File: config.mk
export PLATFORM = sky130hd
export DESIGN_NAME = uart_tx_sched
export DESIGN_NICKNAME = d
export VERILOG_FILES = /design/src/rtl/uart_tx_sched_pkg.sv /design/src/rtl/sync_fifo.sv /design/src/rtl/uart_tx_sched.sv
export SDC_FILE = /design/constraint.sdc
export NUM_CORES = 1
export LEC_CHECK = 0
export ABC_AREA = 1
export ABC_CLOCK_PERIOD_IN_PS = 3200
export CAP_MARGIN = 5
export CORE_MARGIN = 2
export CORE_UTILIZATION = 45
export DETAILED_ROUTE_END_ITERATION = 12
export PLACE_DENSITY_LB_ADDON = 0.2
export REMOVE_ABC_BUFFERS = 1
export SYNTH_ARGS = -nofsm -noshare
export SYNTH_HDL_FRONTEND = slang
export SYNTH_SLANG_ARGS = --single-unit
File: constraint.sdc
create_clock -name CLK -period 3.2 [get_ports CLK]
set_input_delay 0.96 -clock CLK [delete_from_list [all_inputs] [get_ports CLK]]
set_output_delay 0.96 -clock CLK [all_outputs]
set_load 0.02 [all_outputs]
File: src/rtl/uart_tx_sched_pkg.sv
// Shared types for the UART transmit scheduler: FSM states, ASCII codes, status word layout.
package uart_tx_sched_pkg;

  typedef enum logic [1:0] {
    UTS_IDLE = 2'd0,
    UTS_SEND = 2'd1,
    UTS_WAIT = 2'd2
  } uts_state_t;

  localparam logic [7:0] ASCII_CR = 8'h0D;
  localparam logic [7:0] ASCII_LF = 8'h0A;

  typedef struct packed {
    logic [19:0] rsvd;
    logic        busy;
    logic        ovf;
    logic        full;
    logic        empty;
    logic [7:0]  level;
  } uts_status_t;

endpackage

File: src/rtl/sync_fifo.sv
// Synchronous FIFO with combinational head; push/pop take effect on the next edge.
// Push while full and pop while empty are ignored; DEPTH must be a power of two.
module sync_fifo #(
  parameter  int WIDTH = 8,
  parameter  int DEPTH = 16,
  localparam int AW    = (DEPTH > 1) ? $clog2(DEPTH) : 1,
  localparam int CW    = $clog2(DEPTH + 1)
) (
  input  logic             CLK,
  input  logic             NRST,
  input  logic             push,
  input  logic             pop,
  input  logic [WIDTH-1:0] din,
  output logic [WIDTH-1:0] dout,
  output logic             full,
  output logic             empty,
  output logic [CW-1:0]    count
);

  logic [WIDTH-1:0] mem [DEPTH];
  logic [AW-1:0]    wr_ptr;
  logic [AW-1:0]    rd_ptr;
  logic             push_ok;
  logic             pop_ok;

  assign full    = (count == CW'(DEPTH));
  assign empty   = (count == '0);
  assign push_ok = push & ~full;
  assign pop_ok  = pop & ~empty;
  assign dout    = mem[rd_ptr];

  // Power-of-two depth lets the pointers wrap by plain overflow.
  always_ff @(posedge CLK or negedge NRST) begin
    if (!NRST) begin
      wr_ptr <= '0;
      rd_ptr <= '0;
      count  <= '0;
    end else begin
      if (push_ok) wr_ptr <= wr_ptr + AW'(1);
      if (pop_ok)  rd_ptr <= rd_ptr + AW'(1);
      case ({push_ok, pop_ok})
        2'b10:   count <= count + CW'(1);
        2'b01:   count <= count - CW'(1);
        default: count <= count;
      endcase
    end
  end

  always_ff @(posedge CLK) begin
    if (push_ok) mem[wr_ptr] <= din;
  end

endmodule

File: src/rtl/uart_tx_sched.sv
// Queues CPU byte stores and strobes one byte to the uart every BYTE_CYCLES; wr_en->uart_wr is 2 cycles when idle.
// No backpressure: stores to a full queue are dropped and flagged in ovf. Define UART_TX_CRLF_EN to expand LF into CR,LF.
module uart_tx_sched
  import uart_tx_sched_pkg::*;
#(
  parameter int DEPTH       = 16,
  parameter int BYTE_CYCLES = 8680
) (
  input  logic        CLK,
  input  logic        NRST,
  input  logic        wr_en,
  input  logic [7:0]  wr_data,
  input  logic        clr_ovf,
  output logic        uart_wr,
  output logic [7:0]  uart_dat,
  output logic [31:0] status
);

  localparam int             FCW       = $clog2(DEPTH + 1);
  localparam int             TW        = $clog2(BYTE_CYCLES);
  localparam logic [TW-1:0]  WAIT_LOAD = TW'(BYTE_CYCLES - 2);

  uts_state_t     state;
  logic [TW-1:0]  cnt;
  logic           ovf;
  logic [7:0]     head;
  logic           full;
  logic           empty;
  logic [FCW-1:0] count;
  logic           launch;
  logic           emit_cr;
  logic           pop;
  uts_status_t    st;

  sync_fifo #(
    .WIDTH (8),
    .DEPTH (DEPTH)
  ) u_fifo (
    .CLK   (CLK),
    .NRST  (NRST),
    .push  (wr_en),
    .pop   (pop),
    .din   (wr_data),
    .dout  (head),
    .full  (full),
    .empty (empty),
    .count (count)
  );

  // Launching straight out of the last WAIT cycle keeps pulses exactly BYTE_CYCLES apart.
  assign launch = ~empty & ((state == UTS_IDLE) | ((state == UTS_WAIT) & (cnt == '0)));
  assign pop    = launch & ~emit_cr;

`ifdef UART_TX_CRLF_EN
  logic cr_sent;

  assign emit_cr = (head == ASCII_LF) & ~cr_sent;

  always_ff @(posedge CLK or negedge NRST) begin
    if (!NRST)       cr_sent <= 1'b0;
    else if (launch) cr_sent <= emit_cr;
  end
`else
  assign emit_cr = 1'b0;
`endif

  always_ff @(posedge CLK or negedge NRST) begin
    if (!NRST) begin
      state    <= UTS_IDLE;
      cnt      <= '0;
      uart_wr  <= 1'b0;
      uart_dat <= 8'h00;
    end else begin
      uart_wr <= 1'b0;
      if (launch) begin
        state    <= UTS_SEND;
        uart_wr  <= 1'b1;
        uart_dat <= emit_cr ? ASCII_CR : head;
      end else begin
        case (state)
          UTS_SEND: begin
            state <= UTS_WAIT;
            cnt   <= WAIT_LOAD;
          end
          UTS_WAIT: begin
            if (cnt == '0) state <= UTS_IDLE;
            else           cnt   <= cnt - TW'(1);
          end
          default: state <= UTS_IDLE;
        endcase
      end
    end
  end

  // A drop in the same cycle as a clear leaves the flag set.
  always_ff @(posedge CLK or negedge NRST) begin
    if (!NRST)              ovf <= 1'b0;
    else if (wr_en && full) ovf <= 1'b1;
    else if (clr_ovf)       ovf <= 1'b0;
  end

  always_comb begin
    st       = '0;
    st.busy  = (state != UTS_IDLE);
    st.ovf   = ovf;
    st.full  = full;
    st.empty = empty;
    st.level = 8'(count);
  end

  assign status = st;

endmodule
==> results by group <==
CTS
  • CTS Buf Count: 17
  • Clock Path Buffers: 2
  • Clock latency on the worst-skew pair: 0.43 ns
  • H-tree depth: 4
  • CTS Sinks: 167
  • Post-CTS Setup Bufs: 0
  • # hold bufs at CTS: 0
  • Worst-path clk slew: 0.07 ns
  • CTS tree: built
  • Clock root buffer: clkbuf_16
  • Post-CTS sizing: 0

Placement
  • Inst Count DP: 1081
  • DP Wirelength: 10490 µm
  • Port bufs: 29
  • RD Place Congestion: 0.7892
  • Placed cell area: 8376 µm²

STA
  • RSZ-0062 raised after global routing: no
  • Setup tns final: 0 ns
  • Max Transition Viols Final: 0
  • Worst-margin pin slew: 1.250 ns
  • Tcrit/Tclk final: 90.15%
  • Fin crit period: 2.885 ns
  • Hold Vio Cnt, Final: 0
  • Hold Slack: 0.4767 ns
  • Clock skew: 0.01414 ns
  • Highest achievable clock rate: 346.6 MHz
  • Slew HR: 16.55%
  • Final setup fails: 0

Critical path
  • Crit path DAT: 1.92 ns
  • WP data required: 2.24 ns
  • Crit Path Max Fanout: 5
  • Worst setup path class: reg2out
  • CP Capture Type: output pin
  • Startpoint Class: flip-flop

Run status
  • Status: finished, final reports clean

Yosys
  • Sequential share of the synthesized area: 60.91%
  • Cell variety after synth: 35
  • Mapped Cells: 840
  • Async S/R FF share, synth: 23.35%
  • FF+latch count, synth: 167
  • Mean Syn Cell Area: 9.420 µm²
  • Number of synthesized flops with an enable pin: 128
  • Primary FF master, synth: edfxtp_1
  • Ys Warns: 0
  • Netlist Area Pre-Place: 7913 µm²

Final layout
  • Non-Filler Instances: 1113
  • Most frequent cells in the layout: nand2_1, edfxtp_1, inv_1, nand3_1, nor2_1
  • # diodes: 0
  • Post-layout util: 51.91%
  • Layout cells sized above 1: 8.333%
  • Most common cell after layout, fill and taps aside: nand2_1
  • Nets: 901
  • Layout area overhead: 13.08%
  • Fin area: 8947 µm²

Power and ir drop
  • Max VDD drop: 0.4203 mV
  • Leakage Power: 4.004 nW
  • PD cells: 915.9 nW/µm²

Worst hold path
  • HP Class: reg2reg

Floorplan
  • Core Footprint: 17240 µm²
  • FP Rows: 48
  • Initial Util: 45.91%
  • Chip width: 136.6 µm
  • Die height: 136.6 µm
  • Die area: 18660 µm²
  • I/O pin total: 53

Drt
  • WL met3: 855 µm
  • Met1 Wirelength: 7809 µm
  • Post-DRT Antenna Nets: 0
  • Drt via density: 4.788
  • DRT iter0 DRCs: 382
  • WL/cell: 15.37 µm
  • Via count: 5329
  • First-pass detailed-route iteration total: 5
  • Drt drc: 0
  • DR top layer: met4
  • Drt total wl: 17110 µm
  • DR WL met2: 8046 µm

Job
  • Number of max-cap violations: 0

GRT
  • All-Layer GR Usage: 19.56%
  • Grt total ovfl: 0
  • Vias in the first global route: 4840
  • Largest net degree at the start of global routing: 68
  • Antenna violations before repair: 0
  • First-pass GRT wire length: 26840 µm
==> kinds of logic after synthesis <==
kind of cell	Yosys count	synth area share, %
and+or+nand+nor	463	24.37
DFF	167	60.91
buffers and inverters	160	9.519
AOI/OAI and AO/OA	27	1.961
adders and majority gates	14	2.309
xor gates and xnor gates	8	0.8856
other	1	0.04739
==> through the flow <==
step | power (mW) | setup slack [ns]
CTS | 8.269 | 0.2874
detailed placement | 6.253 | 0.2734
global route | 8.781 | 0.09822
floorplan | 5.096 | 0.5547
finish | 8.195 | 0.3152
global placement | 6.216 | 0.2880
==> critical path, cell delays in order, from the launching register on <==
cell and delay (ns):
dfrtp_1 0.44, nor2_1 0.15, nand2_1 0.11, nor2_4 0.17, clkdlybuf4s50_1 0.63
==> layer usage <==
layer | vias to the layer above | global-route usage, %
li1 | 2690 | -
met1 | 2493 | 27.18
met2 | 127 | 29.94
met3 | 19 | 4.370
met4 | 0 | 7.639
met5 | - | 0
==> synth_stat cells (2+ instances only) <==
cell	n	area, µm²
nand2_1	320	1201
edfxtp_1	128	3844
inv_1	96	360.4
nand3_1	87	435.4
nor2_1	42	157.7
dfrtp_1	39	975.9
buf_4	33	247.7
buf_2	16	80.08
ha_1	13	162.7
o21ai_0	12	60.06
a21oi_1	8	40.04
clkbuf_1	5	18.77
inv_2	5	18.77
nor2_4	5	56.30
xor2_1	5	43.79
nand2_2	3	18.77
xnor2_1	3	26.28
buf_1	2	7.510
o211ai_1	2	15.01
==> worst paths after layout <==
kind	slack, ns	depth (start not counted)	end	startpoint
worst max-delay path	0.32	4	status[8]	u_fifo.count[3]$_DFFE_PN0P_
worst min-delay path	0.48	2	cnt[1]$_DFFE_PN0P_	cnt[1]$_DFFE_PN0P_
worst max register to register	0.35	18	u_fifo.count[4]$_DFFE_PN0P_	cnt[0]$_DFFE_PN0P_
worst min register to register	0.48	2	cnt[1]$_DFFE_PN0P_	cnt[1]$_DFFE_PN0P_
max in group asynchronous	2.00	2	u_fifo.wr_ptr[3]$_DFFE_PN0P_	NRST
min in group asynchronous	0.53	1	cnt[5]$_DFFE_PN0P_	NRST
==> final cells by class <==
type                            instances  area, µm²
Sequential cell                       167       4821
Fill cell                            1563       8289
Clock buffer                           19      432.9
Multi-Input combinational cell        535       2422
Clock inverter                         13      138.9
Tap cell                              225      281.5
Timing Repair Buffer                   51      462.9
Inverter                              103      387.9
==> registers in the layout (all words and copies together), names as in the netlist <==
signal	cells
ovf	1
u_fifo.count	5
u_fifo.rd_ptr	4
u_fifo.wr_ptr	4
state	2
u_fifo.mem	128
uart_dat	8
cnt	14
uart_wr	1
==> power breakdown <==
part	internal, mW	total, mW	switching (mW)
Sequential	2.73	2.96	0.227
Combinational	1.04	3.24	2.20
Clock	1.10	2.00	0.897
Total	4.87	8.19	3.32
(Power assumes the default switching activity.)
